<file path="src/rtl/multicycle_ctrl_hs_if.sv">
// Control/handshake bundle between the multicycle control FSM and the datapath.
// master = control FSM side, slave = datapath/memory side.
interface multicycle_ctrl_hs_if #(
    parameter int CNT_W = 32
);
    logic [5:0]       Op;
    logic             zero;
    logic             imem_ack;
    logic             dmem_ack;
    logic             resume;

    logic             PCWre;
    logic             ALUSrcA;
    logic             ALUSrcB;
    logic             ALUM2Reg;
    logic             RegWre;
    logic             WrRegData;
    logic             InsMemRW;
    logic             RD;
    logic             WR;
    logic             IRWre;
    logic             ExtSel;
    logic [1:0]       PCSrc;
    logic [1:0]       RegDst;
    logic [2:0]       ALUOp;
    logic             illegal;
    logic [3:0]       state_o;
    logic [CNT_W-1:0] retired;

    modport master (
        input  Op, zero, imem_ack, dmem_ack, resume,
        output PCWre, ALUSrcA, ALUSrcB, ALUM2Reg, RegWre, WrRegData, InsMemRW,
               RD, WR, IRWre, ExtSel, PCSrc, RegDst, ALUOp, illegal, state_o, retired
    );

    modport slave (
        output Op, zero, imem_ack, dmem_ack, resume,
        input  PCWre, ALUSrcA, ALUSrcB, ALUM2Reg, RegWre, WrRegData, InsMemRW,
               RD, WR, IRWre, ExtSel, PCSrc, RegDst, ALUOp, illegal, state_o, retired
    );
endinterface

</file>
<file path="src/rtl/multicycle_ctrl_hs.sv">
// Multicycle CPU control FSM with imem/dmem valid-ack waits, resumable HALT,
// illegal-opcode detection and a retired-instruction counter.
module multicycle_ctrl_hs #(
    parameter bit IMEM_HS = 1'b1,
    parameter bit DMEM_HS = 1'b1,
    parameter int CNT_W   = 32
) (
    input  logic                clk,
    input  logic                CURST,
    multicycle_ctrl_hs_if.master bus
);

    typedef enum logic [3:0] {
        S_IF     = 4'b0000,
        S_ID     = 4'b0001,
        S_EXE_R  = 4'b0010,
        S_EXE_B  = 4'b0011,
        S_EXE_M  = 4'b0100,
        S_MEM    = 4'b0101,
        S_WB_R   = 4'b0110,
        S_WB_L   = 4'b0111,
        S_HALTED = 4'b1000
    } state_t;

    localparam logic [5:0] OP_ADDU  = 6'b000000;
    localparam logic [5:0] OP_SUBU  = 6'b000001;
    localparam logic [5:0] OP_ADDIU = 6'b000010;
    localparam logic [5:0] OP_OR    = 6'b010000;
    localparam logic [5:0] OP_AND   = 6'b010001;
    localparam logic [5:0] OP_ORI   = 6'b010010;
    localparam logic [5:0] OP_SLL   = 6'b011000;
    localparam logic [5:0] OP_SLTU  = 6'b100110;
    localparam logic [5:0] OP_SLTIU = 6'b100111;
    localparam logic [5:0] OP_SW    = 6'b110000;
    localparam logic [5:0] OP_LW    = 6'b110001;
    localparam logic [5:0] OP_BEQ   = 6'b110100;
    localparam logic [5:0] OP_BNE   = 6'b110101;
    localparam logic [5:0] OP_J     = 6'b111000;
    localparam logic [5:0] OP_JR    = 6'b111001;
    localparam logic [5:0] OP_JAL   = 6'b111010;
    localparam logic [5:0] OP_HALT  = 6'b111111;

    function automatic logic is_legal(input logic [5:0] op);
        case (op)
            OP_ADDU, OP_SUBU, OP_ADDIU, OP_OR, OP_AND, OP_ORI, OP_SLL,
            OP_SLTU, OP_SLTIU, OP_SW, OP_LW, OP_BEQ, OP_BNE,
            OP_J, OP_JR, OP_JAL, OP_HALT: is_legal = 1'b1;
            default:                      is_legal = 1'b0;
        endcase
    endfunction

    function automatic logic [2:0] alu_decode(input logic [5:0] op);
        case (op)
            OP_SUBU, OP_BEQ, OP_BNE: alu_decode = 3'b001;
            OP_OR, OP_ORI:           alu_decode = 3'b101;
            OP_AND:                  alu_decode = 3'b110;
            OP_SLTU, OP_SLTIU:       alu_decode = 3'b010;
            OP_SLL:                  alu_decode = 3'b100;
            default:                 alu_decode = 3'b000;
        endcase
    endfunction

    function automatic logic is_imm(input logic [5:0] op);
        is_imm = (op == OP_ADDIU) || (op == OP_ORI) || (op == OP_SLTIU);
    endfunction

    state_t           state;
    state_t           state_nxt;
    logic [CNT_W-1:0] retired_q;

    logic       imem_ok;
    logic       dmem_ok;
    logic       br_taken;

    logic       pc_wre;
    logic       alu_src_a;
    logic       alu_src_b;
    logic       alu_m2reg;
    logic       reg_wre;
    logic       wr_reg_data;
    logic       ins_mem_rw;
    logic       mem_rd;
    logic       mem_wr;
    logic       ir_wre;
    logic       ext_sel;
    logic [1:0] pc_src;
    logic [1:0] reg_dst;
    logic [2:0] alu_op;
    logic       illegal_op;

    // With a handshake disabled the corresponding ack is treated as always present.
    assign imem_ok  = IMEM_HS ? bus.imem_ack : 1'b1;
    assign dmem_ok  = DMEM_HS ? bus.dmem_ack : 1'b1;
    assign br_taken = ((bus.Op == OP_BEQ) &&  bus.zero) ||
                      ((bus.Op == OP_BNE) && !bus.zero);

    always_comb begin
        state_nxt   = state;
        pc_wre      = 1'b0;
        alu_src_a   = 1'b0;
        alu_src_b   = 1'b0;
        alu_m2reg   = 1'b0;
        reg_wre     = 1'b0;
        wr_reg_data = 1'b0;
        ins_mem_rw  = 1'b0;
        mem_rd      = 1'b0;
        mem_wr      = 1'b0;
        ir_wre      = 1'b0;
        ext_sel     = 1'b1;
        pc_src      = 2'b00;
        reg_dst     = 2'b10;
        alu_op      = alu_decode(bus.Op);
        illegal_op  = 1'b0;

        case (state)
            S_IF: begin
                ins_mem_rw = 1'b1;
                ir_wre     = imem_ok;
                if (imem_ok) state_nxt = S_ID;
            end

            S_ID: begin
                if (!is_legal(bus.Op)) begin
                    // Undefined opcode: flag it and step over the instruction.
                    illegal_op = 1'b1;
                    pc_wre     = 1'b1;
                    state_nxt  = S_IF;
                end else begin
                    case (bus.Op)
                        OP_J: begin
                            pc_src    = 2'b11;
                            pc_wre    = 1'b1;
                            state_nxt = S_IF;
                        end
                        OP_JAL: begin
                            pc_src      = 2'b11;
                            pc_wre      = 1'b1;
                            reg_wre     = 1'b1;
                            reg_dst     = 2'b00;
                            wr_reg_data = 1'b0;
                            state_nxt   = S_IF;
                        end
                        OP_JR: begin
                            pc_src    = 2'b10;
                            pc_wre    = 1'b1;
                            state_nxt = S_IF;
                        end
                        OP_HALT:        state_nxt = S_HALTED;
                        OP_BEQ, OP_BNE: state_nxt = S_EXE_B;
                        OP_SW, OP_LW:   state_nxt = S_EXE_M;
                        default:        state_nxt = S_EXE_R;
                    endcase
                end
            end

            S_EXE_R, S_WB_R: begin
                // WB_R keeps the EXE_R operand selects so the ALU result stays stable.
                alu_src_a = (bus.Op == OP_SLL);
                alu_src_b = is_imm(bus.Op);
                ext_sel   = (bus.Op != OP_ORI);
                if (state == S_WB_R) begin
                    reg_wre     = 1'b1;
                    wr_reg_data = 1'b1;
                    reg_dst     = is_imm(bus.Op) ? 2'b01 : 2'b10;
                    pc_wre      = 1'b1;
                    state_nxt   = S_IF;
                end else begin
                    state_nxt = S_WB_R;
                end
            end

            S_EXE_B: begin
                pc_src    = br_taken ? 2'b01 : 2'b00;
                pc_wre    = 1'b1;
                state_nxt = S_IF;
            end

            S_EXE_M: begin
                alu_src_b = 1'b1;
                state_nxt = S_MEM;
            end

            S_MEM: begin
                alu_src_b = 1'b1;
                mem_rd    = (bus.Op == OP_LW);
                mem_wr    = (bus.Op == OP_SW);
                if (dmem_ok) begin
                    if (bus.Op == OP_SW) begin
                        pc_wre    = 1'b1;
                        state_nxt = S_IF;
                    end else begin
                        state_nxt = S_WB_L;
                    end
                end
            end

            S_WB_L: begin
                reg_wre     = 1'b1;
                wr_reg_data = 1'b1;
                alu_m2reg   = 1'b1;
                reg_dst     = 2'b01;
                pc_wre      = 1'b1;
                state_nxt   = S_IF;
            end

            S_HALTED: begin
                ext_sel = 1'b0;
                reg_dst = 2'b00;
                alu_op  = 3'b000;
                pc_wre  = bus.resume;
                if (bus.resume) state_nxt = S_IF;
            end

            default: state_nxt = S_IF;
        endcase

        // Reset overrides every control, including the non-zero defaults.
        if (!CURST) begin
            pc_wre      = 1'b0;
            alu_src_a   = 1'b0;
            alu_src_b   = 1'b0;
            alu_m2reg   = 1'b0;
            reg_wre     = 1'b0;
            wr_reg_data = 1'b0;
            ins_mem_rw  = 1'b0;
            mem_rd      = 1'b0;
            mem_wr      = 1'b0;
            ir_wre      = 1'b0;
            ext_sel     = 1'b0;
            pc_src      = 2'b00;
            reg_dst     = 2'b00;
            alu_op      = 3'b000;
            illegal_op  = 1'b0;
        end
    end

    always_ff @(posedge clk or negedge CURST) begin
        if (!CURST) begin
            state     <= S_IF;
            retired_q <= '0;
        end else begin
            state <= state_nxt;
            if (pc_wre) retired_q <= retired_q + CNT_W'(1);
        end
    end

    assign bus.PCWre     = pc_wre;
    assign bus.ALUSrcA   = alu_src_a;
    assign bus.ALUSrcB   = alu_src_b;
    assign bus.ALUM2Reg  = alu_m2reg;
    assign bus.RegWre    = reg_wre;
    assign bus.WrRegData = wr_reg_data;
    assign bus.InsMemRW  = ins_mem_rw;
    assign bus.RD        = mem_rd;
    assign bus.WR        = mem_wr;
    assign bus.IRWre     = ir_wre;
    assign bus.ExtSel    = ext_sel;
    assign bus.PCSrc     = pc_src;
    assign bus.RegDst    = reg_dst;
    assign bus.ALUOp     = alu_op;
    assign bus.illegal   = illegal_op;
    assign bus.state_o   = state;
    assign bus.retired   = retired_q;

endmodule
</file>
<file path="src/flat_wrapper.sv">
// flat-port wrapper written by rule: the top's interface ports become plain ports
module multicycle_ctrl_hs_flat 
#(
    parameter bit IMEM_HS = 1'b1,
    parameter bit DMEM_HS = 1'b1,
    parameter int CNT_W   = 32
)
  (clk, CURST, bus_Op, bus_zero, bus_imem_ack, bus_dmem_ack, bus_resume, bus_PCWre, bus_ALUSrcA, bus_ALUSrcB, bus_ALUM2Reg, bus_RegWre, bus_WrRegData, bus_InsMemRW, bus_RD, bus_WR, bus_IRWre, bus_ExtSel, bus_PCSrc, bus_RegDst, bus_ALUOp, bus_illegal, bus_state_o, bus_retired);
  multicycle_ctrl_hs_if #(.CNT_W(CNT_W)) bus_i ();
  input  logic clk;
  input  logic CURST;
  input wire logic [$bits(bus_i.Op)-1:0] bus_Op;
  input wire logic [$bits(bus_i.zero)-1:0] bus_zero;
  input wire logic [$bits(bus_i.imem_ack)-1:0] bus_imem_ack;
  input wire logic [$bits(bus_i.dmem_ack)-1:0] bus_dmem_ack;
  input wire logic [$bits(bus_i.resume)-1:0] bus_resume;
  output wire logic [$bits(bus_i.PCWre)-1:0] bus_PCWre;
  output wire logic [$bits(bus_i.ALUSrcA)-1:0] bus_ALUSrcA;
  output wire logic [$bits(bus_i.ALUSrcB)-1:0] bus_ALUSrcB;
  output wire logic [$bits(bus_i.ALUM2Reg)-1:0] bus_ALUM2Reg;
  output wire logic [$bits(bus_i.RegWre)-1:0] bus_RegWre;
  output wire logic [$bits(bus_i.WrRegData)-1:0] bus_WrRegData;
  output wire logic [$bits(bus_i.InsMemRW)-1:0] bus_InsMemRW;
  output wire logic [$bits(bus_i.RD)-1:0] bus_RD;
  output wire logic [$bits(bus_i.WR)-1:0] bus_WR;
  output wire logic [$bits(bus_i.IRWre)-1:0] bus_IRWre;
  output wire logic [$bits(bus_i.ExtSel)-1:0] bus_ExtSel;
  output wire logic [$bits(bus_i.PCSrc)-1:0] bus_PCSrc;
  output wire logic [$bits(bus_i.RegDst)-1:0] bus_RegDst;
  output wire logic [$bits(bus_i.ALUOp)-1:0] bus_ALUOp;
  output wire logic [$bits(bus_i.illegal)-1:0] bus_illegal;
  output wire logic [$bits(bus_i.state_o)-1:0] bus_state_o;
  output wire logic [$bits(bus_i.retired)-1:0] bus_retired;
  assign bus_i.Op = bus_Op;
  assign bus_i.zero = bus_zero;
  assign bus_i.imem_ack = bus_imem_ack;
  assign bus_i.dmem_ack = bus_dmem_ack;
  assign bus_i.resume = bus_resume;
  assign bus_PCWre = bus_i.PCWre;
  assign bus_ALUSrcA = bus_i.ALUSrcA;
  assign bus_ALUSrcB = bus_i.ALUSrcB;
  assign bus_ALUM2Reg = bus_i.ALUM2Reg;
  assign bus_RegWre = bus_i.RegWre;
  assign bus_WrRegData = bus_i.WrRegData;
  assign bus_InsMemRW = bus_i.InsMemRW;
  assign bus_RD = bus_i.RD;
  assign bus_WR = bus_i.WR;
  assign bus_IRWre = bus_i.IRWre;
  assign bus_ExtSel = bus_i.ExtSel;
  assign bus_PCSrc = bus_i.PCSrc;
  assign bus_RegDst = bus_i.RegDst;
  assign bus_ALUOp = bus_i.ALUOp;
  assign bus_illegal = bus_i.illegal;
  assign bus_state_o = bus_i.state_o;
  assign bus_retired = bus_i.retired;
  multicycle_ctrl_hs #(.IMEM_HS(IMEM_HS), .DMEM_HS(DMEM_HS), .CNT_W(CNT_W)) u_core (.clk(clk), .CURST(CURST), .bus(bus_i));
endmodule
</file>
<file path="config.mk">
export PLATFORM = sky130hd
export DESIGN_NAME = multicycle_ctrl_hs_flat
export DESIGN_NICKNAME = d
export VERILOG_FILES = /design/src/rtl/multicycle_ctrl_hs_if.sv /design/src/rtl/multicycle_ctrl_hs.sv /design/src/flat_wrapper.sv
export SDC_FILE = /design/constraint.sdc
export NUM_CORES = 1
export LEC_CHECK = 0
export ABC_AREA = 1
export CAP_MARGIN = 20
export CORE_MARGIN = 2
export CORE_UTILIZATION = 30
export DETAILED_ROUTE_END_ITERATION = 6
export MAX_ROUTING_LAYER = met4
export PLACE_DENSITY = 0.61
export SKIP_CTS_REPAIR_TIMING = 1
export SLEW_MARGIN = 10
export SYNTH_ARGS = -nofsm -noshare
export SYNTH_HDL_FRONTEND = slang
export SYNTH_SLANG_ARGS = --single-unit
</file>
<file path="constraint.sdc">
create_clock -name clk -period 3.9 [get_ports clk]
set_clock_uncertainty 0.1 [all_clocks]
set_input_delay 0.39 -clock clk [delete_from_list [all_inputs] [get_ports clk]]
set_output_delay 0.39 -clock clk [all_outputs]
set_load 0.01 [all_outputs]
</file>
==> run summary, run 1 <==
* minimum hold slack: 188 ps
* routed wirelength normalized by instance count: 12.4 µm
* maximum number of pins on one net before global-route repair: 71
* TritonCTS Buffers: 5
* Clock Tree Root: clkbuf_8
* HPWL reported at the end of detailed placement: 6510 µm
* via count of the first global-routing pass: 2,835
* critical path arrival: 2860 ps
* capture point of the worst path: bus_PCWre
* total core area: 9640 µm²
* period utilisation layout: 85.9%
* Total Nets Final: 549
* setup repair after global routing missed its margin: false
* remaining max-slew budget at the tightest pin: 46.5%
* maximum level of the CTS H-tree: 2
* Area growth, synth to finish: 28.2%
* initial antenna violation count: 0
* peak clock frequency supported by timing: 299 MHz
* leakage power: 1.71 nW
* Max-cap violations: 0
* y dimension of the die: 103 µm
* CP endpoint kind: primary output
* largest vdd supply drop: 209 µV
* final setup vio count: 0
* starting utilization of the core area: 30.4%
* portion of the post-synthesis area used by sequential elements: 30.7%
* clock latency at the later pin of the worst-skew pair: 300 ps
* DRC violations left: 0
* reg-to-reg critical path endpoint: u_core.bus.retired[1]
* share of post-route cells with drive strength above 1: 6.52%
* reg2reg path depth: 10
* number of DRC markers after the initial detailed-route iteration: 153
* Syn Inst Count: 474
* syn_nets: 487
* Mapped Area: 2930 µm²
* reg2reg setup slack: 1690 ps
* outcome: complete, no violations
* synthesized flop and latch total: 36
* number of optimization iterations in the first detailed-route pass: 4
* overall fraction of global-route tracks in use: 17.0%
* Crit Path Category: in2out
* final hold violation count: 0
* clock buffer depth: 2
* cell count after placement: 662
* TritonCTS clock tree: yes
* post-synth cell types: 30
* Worst EP required: 3410 ps
* antenna diode count: 0
* std cell rows: 36
* overall die area: 10,600 µm²
* global placer's final weighted congestion: 0.897
* final critical path time including I/O delays and setup: 3350 ps
* mean instance size in the synthesized netlist: 6.19 µm²
* Top-Level Pins: 67
* Synth Warn #: 0
* routed vias: 3,114
* number of slew-limit violations in the final report: 0
* residual overflow from global routing: 0
* critical path startpoint category: input port
* clock slew seen by the registers of the worst setup and hold paths: 90 ps
* clock sink count: 36
* top fanout value on the critical path: 33
* power per unit of standard cell area: 332 nW/µm²
* Tightest Pin Transition: 802 ps
* routed wire length: 8340 µm
* sum of negative setup slack: 0 ps
* count of input and output buffers: 66
* Post-DRT Antenna Nets: 0
* number of vias per cell: 4.65
* wire length of the first global-routing pass: 13,900 µm
* R2R Path Start: u_core.bus.state_o[1]
* width of the chip: 103 µm
* worst min-delay path category: in2async
* startpoint of the worst setup timing path: bus_Op[2]
* Cell Count, Final, Fillers Out: 670
-- report_power, final --
group | total, mW | internal (mW) | leakage [nW] | switching [mW]
sequential | 0.452 | 0.406 | 0.495 | 0.0460
clock | 0.273 | 0.126 | 0.0404 | 0.146
combinational | 0.524 | 0.194 | 1.17 | 0.331
-- synthesized netlist by cell type --
master      n  area [µm²]
a21boi_0    1        7.51
a21oi_1     7        35.0
a31oi_1     1        6.26
buf_2       1        5.00
buf_4       3        22.5
buf_6       2        22.5
buf_8       2        30.0
clkbuf_1    4        15.0
dfrtp_1    36         901
ha_1        1        12.5
inv_1      30         113
inv_2       7        26.3
nand2_1   182         683
nand2_2    10        62.6
nand2_4     1        11.3
nand2_8     1        20.0
nand3_1    53         265
nand3_2     1        10.0
nand3b_1   15         113
nand4_1     3        18.8
nor2_1     78         293
nor2_2      3        18.8
nor3_1      8        40.0
nor3_2      2        20.0
o211ai_1    2        15.0
o21ai_0     2        10.0
o31ai_1     1        7.51
o41ai_1     1        8.76
xnor2_1     4        35.0
xor2_1     12         105
-- logic make-up (layout without fill, tap and decap cells) --
family                   Yosys count  in the layout  share of synthesized area (%)
AO/OA/AOI/OAI                     15             15                           3.07
flip-flops                        36             36                           30.7
adder cells (fa/ha/maj)            1              1                          0.427
AND/OR/NAND/NOR                  357            357                           53.0
buffers and inverters             49            112                           7.98
XOR/XNOR                          16             16                           4.78
-- worst max-delay path: stages --
cell             delay, ps
clkdlybuf4s50_1        540
nor2_1                 320
nand4_1                150
nor2_1                 160
nor2_1                  90
nand2_4                320
nand2_8                250
inv_2                   90
clkdlybuf4s50_1        530
-- worst min path at each step --
stage / start / endpoint / slack, ps / cells past startpoint
CTS: CURST / u_core.bus.retired[13] / 210 / 2
global placement: u_core.bus.retired[31] / u_core.bus.retired[31] / 410 / 2
finish: CURST / u_core.bus.retired[13] / 190 / 2
floorplan: CURST / u_core.bus.retired[0] / -6 / 0
detailed placement: u_core.bus.retired[31] / u_core.bus.retired[31] / 400 / 2
global route: CURST / u_core.bus.retired[13] / 240 / 2
-- placed cells by master, fill, tap and decap left out, types with 2 or more instances in the layout --
cell | netlist | layout
xor2_1 | 12 | 12
inv_1 | 30 | 30
nor2_1 | 78 | 78
o211ai_1 | 2 | 2
nand3_1 | 53 | 53
a21oi_1 | 7 | 7
clkbuf_8 | 0 | 5
dfrtp_1 | 36 | 36
xnor2_1 | 4 | 4
o21ai_0 | 2 | 2
nand3b_1 | 15 | 15
nand2_1 | 182 | 182
nor2_2 | 3 | 3
inv_2 | 7 | 7
clkdlybuf4s50_1 | 0 | 65
nor3_1 | 8 | 8
nand2_2 | 10 | 10
nand4_1 | 3 | 3
nor3_2 | 2 | 2
clkinvlp_4 | 0 | 2
-- through the flow --
step / worst slack (ps) / util [%] / total power, mW / area, µm²
after floorplan: 1970 / - / 0.827 / 2930
after global placement: 588 / 38.0 / 0.980 / 3670
after detailed placement: 568 / 38.0 / 0.987 / 3670
after CTS: 559 / 39.0 / 1.27 / 3760
after global routing: 327 / 39.0 / 1.35 / 3760
final: 551 / 39.0 / 1.25 / 3760
-- registers in the layout (all words and copies together) (netlist names) --
| name | count |
|---|---|
| u_core.bus.retired | 32 |
| u_core.bus.state_o | 4 |
-- cell type report --
type | count | area, µm²
fill | 1041 | 5880
multi-input combinational | 389 | 1800
sequential | 36 | 901
timing repair buffer | 67 | 663
tap | 133 | 166
inverter | 37 | 139
clock buffer | 5 | 68.8
clock inverter | 3 | 23.8
-- per-layer routing --
layer / up-vias / track usage, % / part of all wire [%]
li1: 1624 / - / -
met1: 1421 / 22.8 / 47
met2: 65 / 27.2 / 48
met3: 4 / 2.37 / 4.5
met4: 0 / 4.15 / 0.70
met5: - / - / 0
Note: power is estimated with default switching activity, not from simulation.
==> run 2: changes to the inputs <==
CAP_MARGIN = unset   (was 20)
==> results of run 2 <==
Final layout, timing and power as in run 1 (identical DEF).
==> run 3: changes to the inputs <==
CORE_MARGIN = unset   (was 2)
==> run summary, run 3 (synthesis results as in run 1) <==
* outcome: complete, no violations
* remaining max-slew budget at the tightest pin: 45.9%
* top sig layer: met4
* HPWL reported at the end of detailed placement: 6540 µm
* Crit Path Category: in2out
* final setup vio count: 0
* setup repair after global routing missed its margin: false
* reg2reg setup slack: 1700 ps
* overall fraction of global-route tracks in use: 18.2%
* final standard cell area without fillers: 3750 µm²
* total design power: 1.25 mW
* total core area: 9370 µm²
* minimum hold slack: 190 ps
* number of DRC markers after the initial detailed-route iteration: 193
* critical path startpoint category: input port
* period utilisation layout: 85.6%
* maximum number of pins on one net before global-route repair: 71
* final critical path time including I/O delays and setup: 3340 ps
* number of optimization iterations in the first detailed-route pass: 5
* count of input and output buffers: 66
* met3 routed wirelength: 339 µm
* Max-cap violations: 0
* routed wirelength normalized by instance count: 12.5 µm
* routed wire length: 8310 µm
* clock latency at the later pin of the worst-skew pair: 290 ps
* leading cell types in the layout, fill and taps excluded: 182 x nand2_1, 78 x nor2_1, 65 x clkdlybuf4s50_1, 53 x nand3_1, 36 x dfrtp_1
* worst min-delay path category: in2async
* share of post-route cells with drive strength above 1: 6.15%
* Clock Tree Root: clkbuf_8
* initial antenna violation count: 0
* TritonCTS Buffers: 5
* flip-flop count of the largest register after layout: 32
* y dimension of the die: 101 µm
* maximum level of the CTS H-tree: 2
* largest vdd supply drop: 214 µV
* met1 WL: 4040 µm
* Total Nets Final: 549
* top fanout value on the critical path: 33
* clock slew seen by the registers of the worst setup and hold paths: 70 ps
* Top-Level Pins: 67
* number of vias per cell: 4.71
* antenna diode count: 0
* leakage power: 1.71 nW
* global placer's final weighted congestion: 0.881
* Worst EP required: 3410 ps
* Area growth, synth to finish: 27.9%
* CP endpoint kind: primary output
* final hold violation count: 0
* residual overflow from global routing: 0
* sum of negative setup slack: 0 ps
* critical path arrival: 2850 ps
* reg2reg path depth: 10
* DRC violations left: 0
* dpl cell area: 3660 µm²
* TritonCTS clock tree: yes
* routed vias: 3,137
* clock buffer depth: 2
* peak clock frequency supported by timing: 299 MHz
* Met2 Routed Length: 3850 µm
* std cell rows: 35
* Post-DRT Antenna Nets: 0
* most common cell after layout, fill and taps aside: nand2_1
* number of slew-limit violations in the final report: 0
* overall die area: 10,200 µm²
* wire length of the first global-routing pass: 14,300 µm
* reg-to-reg critical path endpoint: u_core.bus.retired[19]
* clock sink count: 36
* starting utilization of the core area: 31.3%
* R2R Path Start: u_core.bus.state_o[1]
* via count of the first global-routing pass: 2,945
* Tightest Pin Transition: 811 ps
* power per unit of standard cell area: 334 nW/µm²
* Filler Cells Inserted: 1,037
* width of the chip: 101 µm
==> run 3: cell types whose count changed in the layout (fill, tap and decap cells not counted), sizes merged <==
cell	delta
clkinvlp	-2
clkbuf	+3
clkinv	-1
==> run 3: layer usage <==
metal,up-vias,GRT usage [%]
li1,1627,-
met1,1421,25.1
met2,81,28.5
met3,8,2.50
met4,0,3.46
met5,-,-
==> run 3: worst max-delay path by stage <==
stage                           from         to  slack, ps  cells after the start
5_1_grt                    bus_Op[1]  bus_PCWre        370                     10
6_report                   bus_Op[1]  bus_PCWre        560                     10
2_1_floorplan  u_core.bus.state_o[1]  bus_PCWre       1970                     10
4_1_cts                    bus_Op[1]  bus_PCWre        550                     10
3_3_place_gp               bus_Op[2]  bus_PCWre        560                      9
3_5_place_dp               bus_Op[1]  bus_PCWre        550                     10
==> run 3: metrics by stage <==
step | util [%] | setup slack [ps] | instances
finish | 40.0 | 560 | 666
CTS | 40.0 | 552 | 666
floorplan | - | 1970 | 474
global placement | 39.1 | 558 | 658
global route | 40.0 | 367 | 666
detailed placement | 39.1 | 551 | 658
==> run 3: where the power goes <==
| part | total (mW) | switching (mW) | internal, mW |
|---|---|---|---|
| combinational | 0.522 | 0.329 | 0.194 |
| clock | 0.274 | 0.130 | 0.144 |
| sequential | 0.455 | 0.0488 | 0.406 |
==> run 3: cell type report <==
class	count	area, µm²	area share, %
clock buffers	8	90.1	2.40
inverters	37	139	3.70
multi-input cells	389	1800	47.9
flip-flops and latches	36	901	24.0
well taps	129	161	4.30
repair buffers	67	663	17.7
==> run 3: worst max-delay path: stages <==
cell and delay, ps:
clkdlybuf4s50_1 640, nand2_1 190, a21oi_1 170, nand2_1 70, nand3_2 110, nand2_2 80, nand2_4 320, nand2_8 250
inv_2 90, clkdlybuf4s50_1 530
